### config.mk
export PLATFORM = sky130hd
export DESIGN_NAME = rle_stream_scheduler
export DESIGN_NICKNAME = d
export VERILOG_FILES = /design/src/rtl/rle_stream_scheduler.sv
export SDC_FILE = /design/constraint.sdc
export NUM_CORES = 1
export LEC_CHECK = 0
export CAP_MARGIN = 5
export CELL_PAD_IN_SITES_DETAIL_PLACEMENT = 1
export CELL_PAD_IN_SITES_GLOBAL_PLACEMENT = 1
export CORE_MARGIN = 2
export CORE_UTILIZATION = 38
export DETAILED_ROUTE_END_ITERATION = 8
export PLACE_DENSITY_LB_ADDON = 0.1
export SYNTH_ARGS = -nofsm -noshare
export SYNTH_HDL_FRONTEND = slang
export SYNTH_SLANG_ARGS = --single-unit
### constraint.sdc
create_clock -name CLK -period 6.4 [get_ports CLK]
set_clock_uncertainty 0.15 [all_clocks]
set_input_delay 1.28 -clock CLK [delete_from_list [all_inputs] [get_ports CLK]]
set_output_delay 1.28 -clock CLK [all_outputs]
set_load 0.01 [all_outputs]
### src/rtl/rle_stream_scheduler.sv
// rtl/rle_stream_scheduler.sv - round-robin Y/U/V RLE record to UART byte-pair scheduler (optional stats: SCHED_STATS_EN)
module rle_stream_scheduler #(
  parameter int CountWidth  = 6,
  parameter int RowIdxWidth = 8
) (
  input  logic                  CLK,
  input  logic                  RST,
  input  logic                  i_row_start,
  input  logic                  i_frame_start,
  input  logic                  i_y_valid,
  input  logic [7:0]            i_y_val,
  input  logic [CountWidth-1:0] i_y_count,
  output logic                  o_y_ready,
  input  logic                  i_u_valid,
  input  logic [7:0]            i_u_val,
  input  logic [CountWidth-1:0] i_u_count,
  output logic                  o_u_ready,
  input  logic                  i_v_valid,
  input  logic [7:0]            i_v_val,
  input  logic [CountWidth-1:0] i_v_count,
  output logic                  o_v_ready,
  output logic [7:0]            o_byte,
  output logic                  o_byte_valid,
  input  logic                  i_tx_ready,
`ifdef SCHED_STATS_EN
  output logic [15:0]           o_stat_records,
  output logic [15:0]           o_stat_zero_drops,
`endif
  output logic                  o_busy
);

  typedef enum logic [2:0] {
    S_IDLE,
    S_HDR,
    S_VAL,
    S_SYNC_HDR,
    S_SYNC_IDX
  } state_t;

  // Channel ids double as the header tag in bits [7:6]
  localparam logic [1:0] CH_Y = 2'd0;
  localparam logic [1:0] CH_U = 2'd1;
  localparam logic [1:0] CH_V = 2'd2;

  state_t                 state_q;
  logic [1:0]             rr_q;
  logic [RowIdxWidth-1:0] row_q, row_d;
  logic                   sync_pending_q, sync_pending_d;
  logic                   armed_q;
  logic [7:0]             val_q;

  logic [2:0]             vld;
  logic                   gnt_found;
  logic [1:0]             gnt_ch;
  logic [2:0]             cand;
  logic [7:0]             gnt_val;
  logic [CountWidth-1:0]  gnt_cnt;
  logic [5:0]             hdr_cnt;
  logic                   take;
  logic                   zero_drop;
  logic                   xfer;

  assign vld  = {i_v_valid, i_u_valid, i_y_valid};
  assign xfer = o_byte_valid && i_tx_ready;

  // Pick the first valid channel after the last granted one (Y->U->V->Y)
  always_comb begin
    gnt_found = 1'b0;
    gnt_ch    = CH_Y;
    cand      = 3'd0;
    for (int k = 3; k >= 1; k--) begin
      cand = {1'b0, rr_q} + 3'(k);
      if (cand >= 3'd3) cand = cand - 3'd3;
      if (vld[cand[1:0]]) begin
        gnt_found = 1'b1;
        gnt_ch    = cand[1:0];
      end
    end
  end

  // Select the granted record and zero-extend its count into the header field
  always_comb begin
    gnt_val = i_y_val;
    gnt_cnt = i_y_count;
    case (gnt_ch)
      CH_U:    begin gnt_val = i_u_val; gnt_cnt = i_u_count; end
      CH_V:    begin gnt_val = i_v_val; gnt_cnt = i_v_count; end
      default: begin gnt_val = i_y_val; gnt_cnt = i_y_count; end
    endcase
    hdr_cnt = '0;
    hdr_cnt[CountWidth-1:0] = gnt_cnt;
  end

  // Ready must be combinational so the encoder sees the grant in the same cycle;
  // armed_q holds it low until the first clock after reset release.
  assign take      = (state_q == S_IDLE) && armed_q && !sync_pending_q && gnt_found;
  assign zero_drop = take && (gnt_cnt == '0);
  assign o_y_ready = take && (gnt_ch == CH_Y);
  assign o_u_ready = take && (gnt_ch == CH_U);
  assign o_v_ready = take && (gnt_ch == CH_V);
  assign o_busy    = (state_q != S_IDLE);

  // Row-sync bookkeeping: a new row request wins over the clear, a frame start wins over the increment
  always_comb begin
    sync_pending_d = sync_pending_q;
    row_d          = row_q;
    if ((state_q == S_SYNC_IDX) && xfer) begin
      sync_pending_d = 1'b0;
      row_d          = row_q + 1'b1;
    end
    if (i_row_start)   sync_pending_d = 1'b1;
    if (i_frame_start) row_d = '0;
  end

  // Main FSM with registered byte outputs
  always_ff @(posedge CLK or negedge RST) begin
    if (!RST) begin
      state_q        <= S_IDLE;
      rr_q           <= CH_V;
      row_q          <= '0;
      sync_pending_q <= 1'b0;
      armed_q        <= 1'b0;
      val_q          <= 8'h00;
      o_byte         <= 8'h00;
      o_byte_valid   <= 1'b0;
    end else begin
      armed_q        <= 1'b1;
      row_q          <= row_d;
      sync_pending_q <= sync_pending_d;
      case (state_q)
        S_IDLE: begin
          if (armed_q && sync_pending_q) begin
            o_byte       <= 8'hC0;
            o_byte_valid <= 1'b1;
            state_q      <= S_SYNC_HDR;
          end else if (take) begin
            rr_q <= gnt_ch;
            if (!zero_drop) begin
              val_q        <= gnt_val;
              o_byte       <= {gnt_ch, hdr_cnt};
              o_byte_valid <= 1'b1;
              state_q      <= S_HDR;
            end
          end
        end
        S_HDR: begin
          if (xfer) begin
            o_byte  <= val_q;
            state_q <= S_VAL;
          end
        end
        S_VAL: begin
          if (xfer) begin
            o_byte       <= 8'h00;
            o_byte_valid <= 1'b0;
            state_q      <= S_IDLE;
          end
        end
        S_SYNC_HDR: begin
          // A frame start on this edge already applies to the index about to be sent
          if (xfer) begin
            o_byte  <= 8'(row_d);
            state_q <= S_SYNC_IDX;
          end
        end
        S_SYNC_IDX: begin
          if (xfer) begin
            o_byte       <= 8'h00;
            o_byte_valid <= 1'b0;
            state_q      <= S_IDLE;
          end
        end
        default: begin
          o_byte_valid <= 1'b0;
          state_q      <= S_IDLE;
        end
      endcase
    end
  end

`ifdef SCHED_STATS_EN
  logic        rec_inc;
  logic [15:0] stat_rec_q, stat_zero_q;

  assign rec_inc = (state_q == S_VAL) && xfer;

  // Saturating record / zero-drop counters, cleared at each frame boundary
  always_ff @(posedge CLK or negedge RST) begin
    if (!RST) begin
      stat_rec_q  <= 16'h0000;
      stat_zero_q <= 16'h0000;
    end else if (i_frame_start) begin
      stat_rec_q  <= 16'h0000;
      stat_zero_q <= 16'h0000;
    end else begin
      if (rec_inc && (stat_rec_q != 16'hFFFF))    stat_rec_q  <= stat_rec_q + 16'd1;
      if (zero_drop && (stat_zero_q != 16'hFFFF)) stat_zero_q <= stat_zero_q + 16'd1;
    end
  end

  assign o_stat_records    = stat_rec_q;
  assign o_stat_zero_drops = stat_zero_q;
`endif

endmodule

# Word-level counts from Yosys, hierarchy flattened
# Index checks and enable logic that the tools add are counted.
[totals] inputBits=50 register_bits=32
[classes] bitwise_logic=3 magnitude_cmp=6 muxes=40 n_reduce_logical=24 n_eq_ne=11 addsub=7
[ops] operator="$mux W8" n=8
[ops] operator="$pmux W8 S4" n=1
[ops] operator="$mux W3" n=6
[ops] operator="$pmux W8 S2" n=1
[ops] operator="$mux W1" n=12
[ops] operator="$mux W2" n=6
[ops] operator="$pmux W3 S4" n=1
[ops] operator="$pmux W6 S2" n=1
[ops] operator="$logic_and A1 B1 Y1" n=10
[ops] operator="$ge A3 B2 Y1 const B" n=3
[ops] operator="$lt A2 B3 Y1 const B" n=3
[ops] operator="$add A8 B1 Y8 const B" n=1
[ops] operator="$reduce_and A4 Y1" n=2
[ops] operator="$add A2 B2 Y3 const B" n=2
[ops] operator="$bmux W1 S2" n=3
[ops] operator="$eq A3 B2 Y1 const B" n=2
[ops] operator="$logic_not A6 Y1" n=1
[ops] operator="$ne A3 B2 Y1 const B" n=2
[ops] operator="$reduce_and A6 Y1" n=1
[ops] operator="$sub A2 B2 Y2 const B" n=3
[ops] operator="$reduce_and A5 Y1" n=1
[ops] operator="$ne A2 B2 Y1 const B" n=2
[ops] operator="$reduce_bool A4 Y1" n=1
[ops] operator="$reduce_or A2 Y1" n=2
[ops] operator="other kinds (14)" n=16

# Longest topological paths before layout
[logic_depth] depth_word=16 depth_mapped=15

# Worst setup path before layout
# OpenSTA, ideal clock, no wires.
[synth_path] path_kind="input to output" from="input port i_y_valid" to="output port o_v_ready" n_path_buf=1 cell_stages=7 setup_slack_ns=2.567 arrival_ns=2.403 path_cell_list="a21boi_0 o21ai_0 and3_1 inv_1 ha_1 buf_6 and2_1"
[synth_between] elab_chain_cells=7 word_cells_on_any_way=15 classes_between="1 x eq/ne; 12 x mux; 2 x reduce/logical"
[synth_lines] element="from (decl)" line_no="10" source="input logic i_y_valid,"
[synth_lines] element="$bmux W1 S2" line_no="74" source="if (vld[cand[1:0]]) begin"
[synth_lines] element="$mux W1 (implied by the code)" line_no="74"
[synth_lines] element="$mux W2 (2 in a row)" line_no="74"
[synth_lines] element="$mux W2 *" line_no="74"
[synth_lines] element="net gnt_ch[0]" line_no="54" source="logic [1:0] gnt_ch;"
[synth_lines] element="$eq A2 B2 Y1 *" line_no="100" source="assign o_v_ready = take && (gnt_ch == CH_V);"
[synth_lines] element="$logic_and A1 B1 Y1 *" line_no="100"
[synth_lines] element="to (decl)" line_no="21" source="output logic o_v_ready,"
# The timed path passes the listed nets; every way through them passes the cells marked *. The select of a mux whose other input is x is not followed.

# Final worst setup path
# Same ends and word-level chain as after synthesis.

==> reports/results.tsv <==
metric	value	unit
result_of_the_run	finished, final reports clean	
clock_transition_at_the_registers_of_the_reported_paths	0.07	ns
grt_setup_unrepaired	no	
finish.net_count	345	
antenna-diode-count	0	
areaGrowthSynthToFinish	34.4	%
final_cells	361	
min_period_over_period	0.796	
max_freq	196	MHz
smallest_hold_slack	0.347	ns
critPathLaunchType	primary input	
grt_antenna_before_repair	0	
layout_commonest_cell	sky130_fd_sc_hd__clkdlybuf4s50_1	
num_vias	1900	
cts.sink_count	32	
post-route-drc-count	0	
setup.worst_path.end_class	output pin	
gp_congestion	0.884	
layer_carrying_the_most_global_route_usage	met2	
grt.total_usage	0.195	
yosys.cell_types.count	54	
setup_total_negative_slack	0	ns
syn-num-nets	288	
synth_cells	231	
tightest_slew	0.733	ns
cts-root-buf	sky130_fd_sc_hd__clkbuf_8	
synth-warning-count	0	
drive_above_1_share	0.111	
period_minus_slack	5.09	ns
yosysSeqAreaShare	0.370	
drv_slew	0	
max_cap_viol_count	0	
worst_skew_pair.late_latency	0.29	ns
buffer_ports.inserted	62	
detail_route.vias_per_cell	5.26	
cts_post_setup_buffers_inserted	0	
maximum_fanout_encountered_on_the_critical_timing_path	15	
vdd_drop_max	94.1	uV
arr_time_crit_path	3.66	ns
synth_area	2170	um^2
cts_hold_buf	0	
grt.met1_usage	0.239	
grt_use_met2	0.324	
setup-violations-final	0	
dp.cells	353	
clock_tree.buffer_depth	2	
cts-buffers-inserted	5	
final_cell_mix	62 x sky130_fd_sc_hd__clkdlybuf4s50_1, 31 x sky130_fd_sc_hd__dfrtp_1, 28 x sky130_fd_sc_hd__nor2_1	
grt_util_met3	0.0577	
min_path_cells	1	
io_pins	63	
drt-pass1-iter-count	4	
avgSynthCellArea	9.39	um^2
finalPower	479	uW
die_x	79.6	um
critical_path_required	4.97	ns
critical_path_class	in2out	
overflow	0	
antenna_violating_nets_post_route	0	
cts_htree_levels	2	
route.detailed.wl_per_inst	15.5	um
yosys_register_bits	32	
leakage	1.24	nW
slew-limit-headroom	0.511	
dp_hpwl	4.45	mm
reg2regPathDepth	12	
hold_violations	0	
hp-class	reg2reg	
power_density	164	nW/um^2
cts_tree	yes	
die_height	79.6	um
vias_in_the_first_global_route	2035	
grt_pass1_wl	9.58	mm
cts_resized	0	
number_of_core_rows	27	
initial_core_util	0.394	
die_area	6330	um^2
core-area	5510	um^2
grt_start_max_net_pins	33	
first_drt_iteration_drcs	43	
drt_wl_total	5.60	mm
[critical path, stage by stage]
cell                              delay (ns)
sky130_fd_sc_hd__clkdlybuf4s50_1        0.49
sky130_fd_sc_hd__a21boi_0               0.25
sky130_fd_sc_hd__o21ai_0                0.12
sky130_fd_sc_hd__and3_1                 0.24
sky130_fd_sc_hd__inv_1                  0.09
sky130_fd_sc_hd__ha_1                   0.46
sky130_fd_sc_hd__and2_1                 0.20
sky130_fd_sc_hd__clkdlybuf4s50_1        0.53
[through the flow]
stage,area (um^2),utilization,setup WS [ns]
4_1_cts,2920,0.530,1.30
2_1_floorplan,2170,-,2.57
5_1_grt,2920,0.530,1.06
3_3_place_gp,2810,0.509,1.39
6_report,2920,0.530,1.31
3_5_place_dp,2810,0.509,1.32
[power breakdown]
group | internal [mW] | switching (mW) | total (mW) | leakage, nW
clock network | 0.115 | 0.0806 | 0.196 | 0.0541
registers | 0.205 | 0.00157 | 0.207 | 0.409
logic | 0.0442 | 0.0322 | 0.0764 | 0.774
[registers in the layout, summed over array words and instances, names as in the netlist]
signal and count:
o_byte 8, row_q 8, val_q 8, state_q 3, rr_q 2, armed_q 1
o_byte_valid 1, sync_pending_q 1
[kinds of logic after synthesis]
group / after synthesis / synth area share
XOR/XNOR: 6 / 0.0242
flip-flops: 32 / 0.370
multiplexers: 16 / 0.104
AND/OR/NAND/NOR: 79 / 0.197
AO/OA/AOI/OAI: 67 / 0.205
adder cells (fa/ha/maj): 8 / 0.0450
buffers and inverters: 22 / 0.0536
other: 1 / 0.00173
[synth_stat cells, drive strengths merged]
cell	instances	share of area
a211oi	2	0.0069
a21boi	1	0.0035
a21o	3	0.010
a21oi	15	0.036
a221o	4	0.018
a222oi	1	0.0046
a22o	1	0.0040
a22oi	14	0.048
and2	5	0.016
and3	2	0.0058
and4	2	0.0081
buf	10	0.032
clkbuf	3	0.0058
conb	1	0.0017
dfrtp	31	0.36
dfstp	1	0.012
ha	7	0.040
inv	9	0.016
maj3	1	0.0046
mux2	14	0.095
mux2i	2	0.0092
nand2	17	0.029
nand2b	2	0.0058
nand3	3	0.013
nand3b	1	0.0035
nand4	2	0.0058
nand4b	1	0.0040
nor2	30	0.063
nor2b	6	0.017
nor3	4	0.012
nor3b	1	0.0035
nor4	2	0.0058
o211ai	2	0.0069
o21a	1	0.0035
o21ai	19	0.044
o22ai	1	0.0029
o31a	1	0.0081
o31ai	2	0.0069
or4	1	0.0052
xnor2	3	0.012
xor2	3	0.012
[metal layers]
metal / wire length, um / share of wire
met1: 2600 / 0.46
met4: 83 / 0.015
met3: 401 / 0.072
met2: 2520 / 0.45
met5: 0 / 0
[layout make-up]
class / instances / area [um^2]
well taps: 72 / 90.1
repair buffers: 63 / 628
flip-flops and latches: 32 / 802
inverters: 9 / 33.8
fillers: 634 / 2590
clock buffers: 5 / 68.8
multi-input cells: 177 / 1250
clock inverters: 3 / 42.5
[path summary, 6_finish.rpt]
check | from | end | slack (ns)
min reg2reg | o_byte[7]$_DFFE_PN0P_ | o_byte[7]$_DFFE_PN0P_ | 0.35
max reg2reg | rr_q[0]$_DFFE_PN0P_ | o_byte[7]$_DFFE_PN0P_ | 2.44
max | i_y_valid | o_v_ready | 1.31
max in group asynchronous | RST | rr_q[1]$_DFFE_PN1P_ | 4.54
min | o_byte[7]$_DFFE_PN0P_ | o_byte[7]$_DFFE_PN0P_ | 0.35
min in group asynchronous | RST | sync_pending_q$_DFFE_PN0P_ | 1.23
No activity file was read; power rests on OpenSTA's default activity.
